### src/rtl/id_ex_stage_reg_pkg.sv
// Shared definitions for the ID/EX pipeline register: register-index width,
// default ALU opcode width, FSM encoding and the bubble ALU opcode.
package id_ex_stage_reg_pkg;

  // Width of a register index field in an instruction (32 GPRs).
  localparam int REG_LENGTH_IN_INST = 5;

  // Default ALU opcode width.
  localparam int ALUOP_W_DEF = 4;

  // Load-use FSM: RUN normally, BUBBLE for the one cycle after a load-use bubble.
  typedef enum logic {
    ST_RUN    = 1'b0,
    ST_BUBBLE = 1'b1
  } state_e;

  // ALU opcode carried by a bubble.
  localparam logic [ALUOP_W_DEF-1:0] ALU_NOP = '0;

endpackage

### src/rtl/id_ex_stage_reg_load_use_detect.sv
// Combinational load-use comparator: flags an ID instruction that reads the
// destination of a load currently in EX. Kept separate so a dual-issue variant
// can instantiate one per slot.
module id_ex_stage_reg_load_use_detect
  import id_ex_stage_reg_pkg::*;
(
  input  logic                          ex_valid_i,
  input  logic                          ex_mem_read_i,
  input  logic [REG_LENGTH_IN_INST-1:0] ex_reg3_i,
  input  logic                          id_valid_i,
  input  logic [REG_LENGTH_IN_INST-1:0] id_rs_i,
  input  logic [REG_LENGTH_IN_INST-1:0] id_rt_i,
  input  logic                          id_rt_used_i,
  output logic                          lu_hit_o
);

  logic ex_is_load;
  logic src_match;

  // A load into $0 writes nothing, so it can never cause a hazard.
  assign ex_is_load = ex_valid_i & ex_mem_read_i & (ex_reg3_i != '0);

  // rt only counts when the instruction actually reads it (not I-type dest).
  assign src_match  = (ex_reg3_i == id_rs_i) | (id_rt_used_i & (ex_reg3_i == id_rt_i));

  assign lu_hit_o   = ex_is_load & id_valid_i & src_match;

endmodule

### src/rtl/id_ex_stage_reg.sv
// ID/EX pipeline register with load-use stall/bubble insertion, downstream
// freeze (hold_i) and branch flush (flush_i). A flush that arrives during a
// freeze is remembered and applied on the first non-hold edge.
// Optional: define LOAD_USE_STAT_EN to build the 32-bit load-use stall counter
// on stall_cnt_o; otherwise stall_cnt_o is tied to zero.
module id_ex_stage_reg
  import id_ex_stage_reg_pkg::*;
#(
  parameter int DATA_W  = 32,
  parameter int ALUOP_W = ALUOP_W_DEF
) (
  input  logic                          clk,
  input  logic                          rst_n,
  input  logic                          id_valid_i,
  input  logic [REG_LENGTH_IN_INST-1:0] id_rs_i,
  input  logic [REG_LENGTH_IN_INST-1:0] id_rt_i,
  input  logic                          id_rtUsed_i,
  input  logic [REG_LENGTH_IN_INST-1:0] id_reg3_i,
  input  logic                          id_regWrite_i,
  input  logic                          id_memRead_i,
  input  logic                          id_memWrite_i,
  input  logic                          id_aluSrc_i,
  input  logic [ALUOP_W-1:0]            id_aluOp_i,
  input  logic [DATA_W-1:0]             id_rdata1_i,
  input  logic [DATA_W-1:0]             id_rdata2_i,
  input  logic [DATA_W-1:0]             id_imm_i,
  input  logic                          flush_i,
  input  logic                          hold_i,
  output logic                          stall_o,
  output logic                          ex_valid_o,
  output logic [REG_LENGTH_IN_INST-1:0] ex_rs_o,
  output logic [REG_LENGTH_IN_INST-1:0] ex_rt_o,
  output logic [REG_LENGTH_IN_INST-1:0] ex_reg3_o,
  output logic                          ex_regWrite_o,
  output logic                          ex_memRead_o,
  output logic                          ex_memWrite_o,
  output logic                          ex_aluSrc_o,
  output logic [ALUOP_W-1:0]            ex_aluOp_o,
  output logic [DATA_W-1:0]             ex_rdata1_o,
  output logic [DATA_W-1:0]             ex_rdata2_o,
  output logic [DATA_W-1:0]             ex_imm_o,
  output logic [31:0]                   stall_cnt_o
);

  state_e                          state_q;
  logic                            pend_flush_q;
  logic                            ex_valid_q, ex_regWrite_q, ex_memRead_q;
  logic                            ex_memWrite_q, ex_aluSrc_q;
  logic [REG_LENGTH_IN_INST-1:0]   ex_rs_q, ex_rt_q, ex_reg3_q;
  logic [ALUOP_W-1:0]              ex_aluOp_q;
  logic [DATA_W-1:0]               ex_rdata1_q, ex_rdata2_q, ex_imm_q;
  logic                            lu_hit;

  id_ex_stage_reg_load_use_detect u_lu_detect (
    .ex_valid_i    (ex_valid_q),
    .ex_mem_read_i (ex_memRead_q),
    .ex_reg3_i     (ex_reg3_q),
    .id_valid_i    (id_valid_i),
    .id_rs_i       (id_rs_i),
    .id_rt_i       (id_rt_i),
    .id_rt_used_i  (id_rtUsed_i),
    .lu_hit_o      (lu_hit)
  );

  // A pending or current flush kills the ID instruction, so it cannot stall.
  assign stall_o = hold_i | (lu_hit & ~flush_i & ~pend_flush_q);

  // Pipeline register and load-use FSM, updated in priority order:
  // hold, flush, load-use bubble, normal load.
  // NOTE: every register here is assigned with <= so all of them sample the
  // pre-edge values; a blocking '=' would let later lines see updated state.
  always_ff @(posedge clk or negedge rst_n) begin
    if (!rst_n) begin
      state_q       <= ST_RUN;
      pend_flush_q  <= 1'b0;
      ex_valid_q    <= 1'b0;
      ex_rs_q       <= '0;
      ex_rt_q       <= '0;
      ex_reg3_q     <= '0;
      ex_regWrite_q <= 1'b0;
      ex_memRead_q  <= 1'b0;
      ex_memWrite_q <= 1'b0;
      ex_aluSrc_q   <= 1'b0;
      ex_aluOp_q    <= ALUOP_W'(ALU_NOP);
      ex_rdata1_q   <= '0;
      ex_rdata2_q   <= '0;
      ex_imm_q      <= '0;
    end else if (hold_i) begin
      if (flush_i) pend_flush_q <= 1'b1;
    end else if (flush_i || pend_flush_q || lu_hit) begin
      // Bubble: flush kills ID; load-use leaves ID parked upstream via stall_o.
      state_q       <= (flush_i || pend_flush_q) ? ST_RUN : ST_BUBBLE;
      pend_flush_q  <= 1'b0;
      ex_valid_q    <= 1'b0;
      ex_rs_q       <= '0;
      ex_rt_q       <= '0;
      ex_reg3_q     <= '0;
      ex_regWrite_q <= 1'b0;
      ex_memRead_q  <= 1'b0;
      ex_memWrite_q <= 1'b0;
      ex_aluSrc_q   <= 1'b0;
      ex_aluOp_q    <= ALUOP_W'(ALU_NOP);
      ex_rdata1_q   <= '0;
      ex_rdata2_q   <= '0;
      ex_imm_q      <= '0;
    end else begin
      state_q       <= ST_RUN;
      ex_valid_q    <= id_valid_i;
      ex_rs_q       <= id_rs_i;
      ex_rt_q       <= id_rt_i;
      ex_reg3_q     <= id_reg3_i;
      ex_regWrite_q <= id_regWrite_i;
      ex_memRead_q  <= id_memRead_i;
      ex_memWrite_q <= id_memWrite_i;
      ex_aluSrc_q   <= id_aluSrc_i;
      ex_aluOp_q    <= id_aluOp_i;
      ex_rdata1_q   <= id_rdata1_i;
      ex_rdata2_q   <= id_rdata2_i;
      ex_imm_q      <= id_imm_i;
    end
  end

`ifdef LOAD_USE_STAT_EN
  logic        enter_bubble;
  logic [31:0] stall_cnt_q, stall_cnt_d;

  assign enter_bubble = (state_q == ST_RUN) & lu_hit & ~hold_i & ~flush_i & ~pend_flush_q;
  assign stall_cnt_d  = stall_cnt_q + 32'd1;   // wraps naturally at 2^32

  // Count each RUN -> BUBBLE transition, i.e. each load-use stall.
  always_ff @(posedge clk or negedge rst_n) begin
    if (!rst_n)            stall_cnt_q <= '0;
    else if (enter_bubble) stall_cnt_q <= stall_cnt_d;
  end

  assign stall_cnt_o = stall_cnt_q;
`else
  assign stall_cnt_o = '0;
`endif

  assign ex_valid_o    = ex_valid_q;
  assign ex_rs_o       = ex_rs_q;
  assign ex_rt_o       = ex_rt_q;
  assign ex_reg3_o     = ex_reg3_q;
  assign ex_regWrite_o = ex_regWrite_q;
  assign ex_memRead_o  = ex_memRead_q;
  assign ex_memWrite_o = ex_memWrite_q;
  assign ex_aluSrc_o   = ex_aluSrc_q;
  assign ex_aluOp_o    = ex_aluOp_q;
  assign ex_rdata1_o   = ex_rdata1_q;
  assign ex_rdata2_o   = ex_rdata2_q;
  assign ex_imm_o      = ex_imm_q;

endmodule

### config.mk
export PLATFORM = sky130hd
export DESIGN_NAME = id_ex_stage_reg
export DESIGN_NICKNAME = d
export VERILOG_FILES = /design/src/rtl/id_ex_stage_reg_pkg.sv /design/src/rtl/id_ex_stage_reg_load_use_detect.sv /design/src/rtl/id_ex_stage_reg.sv
export SDC_FILE = /design/constraint.sdc
export NUM_CORES = 1
export LEC_CHECK = 0
export CAP_MARGIN = 20
export CORE_UTILIZATION = 37
export DETAILED_ROUTE_END_ITERATION = 16
export PLACE_DENSITY_LB_ADDON = 0.08
export SLEW_MARGIN = 20
export SYNTH_ARGS = -nofsm -noshare
export SYNTH_HDL_FRONTEND = slang
export SYNTH_HIERARCHICAL = 1
export SYNTH_SLANG_ARGS = --single-unit
### constraint.sdc
create_clock -name clk -period 2 [get_ports clk]
set_clock_uncertainty 0.05 [all_clocks]
set_input_delay 0.2 -clock clk [delete_from_list [all_inputs] [get_ports clk]]
set_output_delay 0.2 -clock clk [all_outputs]
set_load 0.02 [all_outputs]
# Word-level counts from Yosys, hierarchy flattened
# Cells that the tools add are included.
# totals
ram_bits	0
regBits	121
latchBits	0
output_inout_bits	153
romBits	0
wordCells	47
n_memories	0
# op_classes
bitwise_logic	11
mul	0
shifts	0
reduce_logical	5
div	0
order_cmp	0
addsub	0
n_mux	15
n_eq_ne	3
# ops
op	n
$mux 32	3
$mux 5	3
$eq 5x5->1	2
$mux 1	8
$and 1x1->1	7
$reduce_bool 5->1	1
$mux 4	1
$logic_or 1x1->1	2
$ne 2x2->1 const B	1
$not 1->1	2
$or 1x1->1	2
$reduce_and 2->1	1
$reduce_bool 2->1	1

# Longest topological paths before layout
# Gate-level depths: netlist of run 1.
# logic_depth
ltp_word	7
ltp_mapped	8

# Cells and area by module
# The synthesis of run 1 kept the hierarchy.
# by_module_without_submodules
module	seq_area_each_um2	cells_per_inst	area_each_um2	n_inst
id_ex_stage_reg	3027.9	558	5614.1	1
id_ex_stage_reg_load_use_detect	0.0	17	130.1	1

# Worst setup path before layout of run 1
# OpenSTA, ideal clock, no wires.
# synth_path
path_type	register -> register
start	register ex_reg3_q[3], in the netlist ex_reg3_o[3]
end	register ex_imm_q[15], in the netlist ex_imm_o[15]
n_path_buf	2
arrival_time_ps	2004
slack_ps	-130
setup_time_ps	76
required_ps	1874
path_stages_with_launch	8
path_cell_list	dfrtp_1 or4_1 o2111ai_1 a21oi_1 or3_4 buf_6 buf_6 o21ai_1
# synth_between
elab_chain_cells	6
elab_cells_between_ends	10
# synth_lines
element	line_no	source
from (decl)	id_ex_stage_reg.sv:49	logic [REG_LENGTH_IN_INST-1:0] ex_rs_q, ex_rt_q, ex_reg3_q;
from (signal assigned)	id_ex_stage_reg.sv:111	ex_reg3_q <= id_reg3_i;
$eq 5x5->1 / $reduce_bool 5->1 (equally long branches)	id_ex_stage_reg_load_use_detect.sv:24, id_ex_stage_reg_load_use_detect.sv:21	
$and 1x1->1 (on tied branches)	id_ex_stage_reg_load_use_detect.sv:24, id_ex_stage_reg_load_use_detect.sv:21	
$or 1x1->1 / $and 1x1->1 (equally long branches)	id_ex_stage_reg_load_use_detect.sv:24, id_ex_stage_reg_load_use_detect.sv:26	
$and 1x1->1 *	id_ex_stage_reg_load_use_detect.sv:26	assign lu_hit_o = ex_is_load & id_valid_i & src_match;
named net lu_hit	id_ex_stage_reg.sv:52	logic lu_hit;
$logic_or 1x1->1 *	id_ex_stage_reg.sv:90	end else if (flush_i || pend_flush_q || lu_hit) begin
$mux 32 *	id_ex_stage_reg.sv:90	
to (signal assigned)	id_ex_stage_reg.sv:119	ex_imm_q <= id_imm_i;
to (decl)	id_ex_stage_reg.sv:51	logic [DATA_W-1:0] ex_rdata1_q, ex_rdata2_q, ex_imm_q;
# Mark *: on every way through the listed nets, which the timed path passes. The rest lies on a longest branch.
# A chain may end at the register's enable or synchronous reset.

# Final worst setup path of run 1
# layout_path
start	register ex_reg3_q[3], in the netlist ex_reg3_o[3]
end	register ex_rt_q[4], in the netlist ex_rt_o[4]
# layout_between
elab_chain_cells	6
elab_cells_between_ends	10
# layout_lines
element	line_no	source
$eq 5x5->1 / $reduce_bool 5->1 (equally long branches)	id_ex_stage_reg_load_use_detect.sv:24, id_ex_stage_reg_load_use_detect.sv:21	
$and 1x1->1 (on tied branches)	id_ex_stage_reg_load_use_detect.sv:24, id_ex_stage_reg_load_use_detect.sv:21	
$or 1x1->1 / $and 1x1->1 (equally long branches)	id_ex_stage_reg_load_use_detect.sv:24, id_ex_stage_reg_load_use_detect.sv:26	
$and 1x1->1 *	id_ex_stage_reg_load_use_detect.sv:26	
named net lu_hit	id_ex_stage_reg.sv:52	
$logic_or 1x1->1 *	id_ex_stage_reg.sv:90	
$mux 5 *	id_ex_stage_reg.sv:90	
to (signal assigned)	id_ex_stage_reg.sv:110	ex_rt_q <= id_rt_i;
to (decl)	id_ex_stage_reg.sv:49	
# Marked as above.

==> results of run 1 <==
[cell type report]
cell class                      instances  area [um2]  share of cell area, %
Sequential cell                       121        3030                   33.2
Timing Repair Buffer                  278        2870                   31.4
Multi-Input combinational cell        413        2470                   27.1
Clock buffer                           25         475                   5.21
Tap cell                              188         235                   2.58
Clock inverter                          4        45.0                  0.493
[synthesized netlist by cell type]
cell type and number:
dfrtp_1 121, nand2_1 120, nand2b_1 120, o21ai_2 69, buf_4 32, o21ai_1 31
o21ai_0 20, buf_2 16, clkbuf_1 13, buf_6 11, xor2_1 7, xnor2_1 3
nand3_1 2, a21o_1 1, a21oi_1 1, conb_1 1, nor2_1 1, nor2b_1 1
nor3_1 1, nor4_1 1, o2111ai_1 1, or3_4 1, or4_1 1
[cell families after synthesis]
kind of cell	count (synthesis)	synth area share, %
compound gates	123	15.3
xor+xnor	10	1.52
buf+inv	72	8.58
flops	121	52.7
other cells	1	0.0653
simple gates	248	21.8
[report_power, final]
group          internal (mW)  total [mW]  switching (mW)
Combinational          0.778        1.53           0.753
Clock                   1.74        2.76            1.02
Sequential              2.63        2.73          0.0994
[worst register-to-register path: stages, from the launching register on]
cell and delay, ps:
dfrtp_2 420, or4_4 540, o2111ai_2 190, a21oi_2 60
buf_4 130, or3_4 360, buf_12 170, buf_12 160
o21ai_2 140
[cell usage in the layout (no fill, tap or decap), types with 2 or more instances in the layout]
cell type and instances:
xnor2_1 3, xor2_1 7, o21ai_0 5, nand3_1 2, buf_6 4, clkinv_2 3, clkbuf_1 6, clkbuf_8 2
o21ai_2 97, nand2_1 120, dfrtp_1 119, conb_1 32, clkdlybuf4s50_1 242, dfrtp_2 2, nand2b_1 120, buf_12 12
o21ai_1 17, buf_4 18, clkbuf_16 17
[registers in the layout, indices dropped and copies added (netlist names), 4 cells and up]
| register | count |
|---|---|
| ex_imm_o | 32 |
| ex_rdata1_o | 32 |
| ex_rdata2_o | 32 |
| ex_reg3_o | 5 |
| ex_rs_o | 5 |
| ex_rt_o | 5 |
| ex_aluOp_o | 4 |
[final timing paths]
path | slack [ps] | end | start | cells past startpoint
max in group asynchronous | 1010 | ex_reg3_o[3] | rst_n | 3
worst max register to register | -300 | ex_rt_o[4] | ex_reg3_o[3] | 8
worst min register to register | 420 | ex_imm_o[3] | ex_imm_o[3] | 2
worst max-delay path | -300 | ex_rt_o[4] | ex_reg3_o[3] | 8
min in group asynchronous | 370 | ex_memWrite_o | rst_n | 3
worst min-delay path | 260 | ex_rdata1_o[1] | hold_i | 4
[per-stage QoR]
step | area (um2) | cells
after floorplan | 5860 | 606
after global placement | 8390 | 991
after detailed placement | 8390 | 991
after CTS | 9000 | 1023
after global routing | 9130 | 1029
final | 9130 | 1029
[timing repair]
item	in CTS	in global routing
buffers inserted	2	6
resized for setup	34	26
hold buffers	1	0
hold endpoints to repair	121	0
pin swaps	17	4
endpoints found under the setup margin	121	121
[layer usage]
| layer | GRT usage, % | vias up |
|---|---|---|
| li1 | - | 2304 |
| met1 | 22.9 | 2199 |
| met2 | 30.0 | 173 |
| met3 | 7.93 | 23 |
| met4 | 8.22 | 0 |
| met5 | 0 | - |
==> impl_metrics.json, run 1 <==
{
  "die_area_um2": 16000,
  "first_iter_violations": 184,
  "yosysUniqueCellTypes": 23,
  "final_layout_size_suffix_gt1_share_pct": 19.4,
  "io_buffers": 245,
  "crit_type": "reg -> reg",
  "preCtsSetupSlack_ps": -455,
  "yosys.area.top_type": "dfrtp_1",
  "critPathTopFamily": "simple AND/OR/NAND/NOR gates",
  "slowest_delay_ps": 540,
  "ys_ff_latch": 121,
  "dr_wl_met3_um": 1300,
  "p_per_area_nw_per_um2": 769,
  "hp-class": "in -> reg",
  "routed_wl_um": 14800,
  "fp.dieW_um": 127,
  "max_freq_ghz": 0.434,
  "clkTransAtPathRegs_ps": 50,
  "synth_warnings": 6,
  "grt_max_degree": 185,
  "fin_util_pct": 60.0,
  "power_mw": 7.02,
  "critPathCaptureType": "flop",
  "syn_inst": 575,
  "grt_pass1_vias": 4561,
  "wl_met1_um": 6250,
  "setup_tns_ps": -31360,
  "die_height_um": 127,
  "cp_slowest_cell": "or4_4",
  "grt_first_pass_wirelength_um": 23500,
  "slew_headroom_pct": 52.5,
  "maxCapViolCount": 0,
  "antenna_cells": 0,
  "setup_ws_ps": -304,
  "p_leak_nw": 3.92,
  "drtPass1Iterations": 4,
  "avgRoutedWirePerCell_um": 14.4,
  "cpMostUsedCell": "buf_12",
  "synth_area_um2": 5740,
  "synth_top_area_share_pct": 52.7,
  "finalHoldViolCount": 0,
  "ios": 278,
  "cp-start-kind": "flop",
  "violations": "setup timing",
  "rows": 45,
  "hold_ws_ps": 259,
  "vias_per_cell": 4.57,
  "setup_viol": 121,
  "worst_slew_pin_slew_ps": 713,
  "synth_seq_area_share_pct": 52.7,
  "synth_area_per_cell_um2": 9.99,
  "crit_buf_inv": 3,
  "ant_nets": 0,
  "final_max_slew_viol_count": 0,
  "grt.overflow.total": 0,
  "initial_core_util_pct": 37.8,
  "syn_to_final_growth_pct": 58.9,
  "vias": 4699,
  "synthTopCellsByArea": "dfrtp_1 (53%), nand2b_1 (13%), o21ai_2 (11%)",
  "met2WireLength_um": 6910,
  "top_layer_used": "met4",
  "dp_hpwl_um": 9970,
  "fin_crit_ps": 2300,
  "crit_arrival_ps": 2590,
  "critPathMaxFanout": 18,
  "clockRootBuffer": "clkbuf_16",
  "grt_usage_pct": 19.1,
  "crit_chain": "or4_4 -> o2111ai_2 -> a21oi_2 -> buf_4 -> or3_4 -> buf_12 -> buf_12 -> o21ai_2",
  "clock_path_buffers": 2,
  "cts.sinks": 121,
  "nets": 956,
  "core-area_um2": 15200,
  "cts_tree": "built",
  "clock_latency_ps": 410,
  "status": "finished with violations",
  "htree_levels": 4,
  "peakVddDrop_mv": 0.576,
  "period_share_pct": 115,
  "cts_made_buffers": 17,
  "drc_errors": 0,
  "gp_congestion": 0.792,
  "rsz0062_at_grt": "yes",
  "required_ps": 2290,
  "grt_antenna_before_repair": 0,
  "nFillCells": 1314
}
Power figures use the tool's default switching activity.
==> run 2, diff against run 1 <==
SLEW_MARGIN = not set   (was 20)
==> results of run 2 <==
The final DEF is identical to that of run 1; final timing and power are the same.
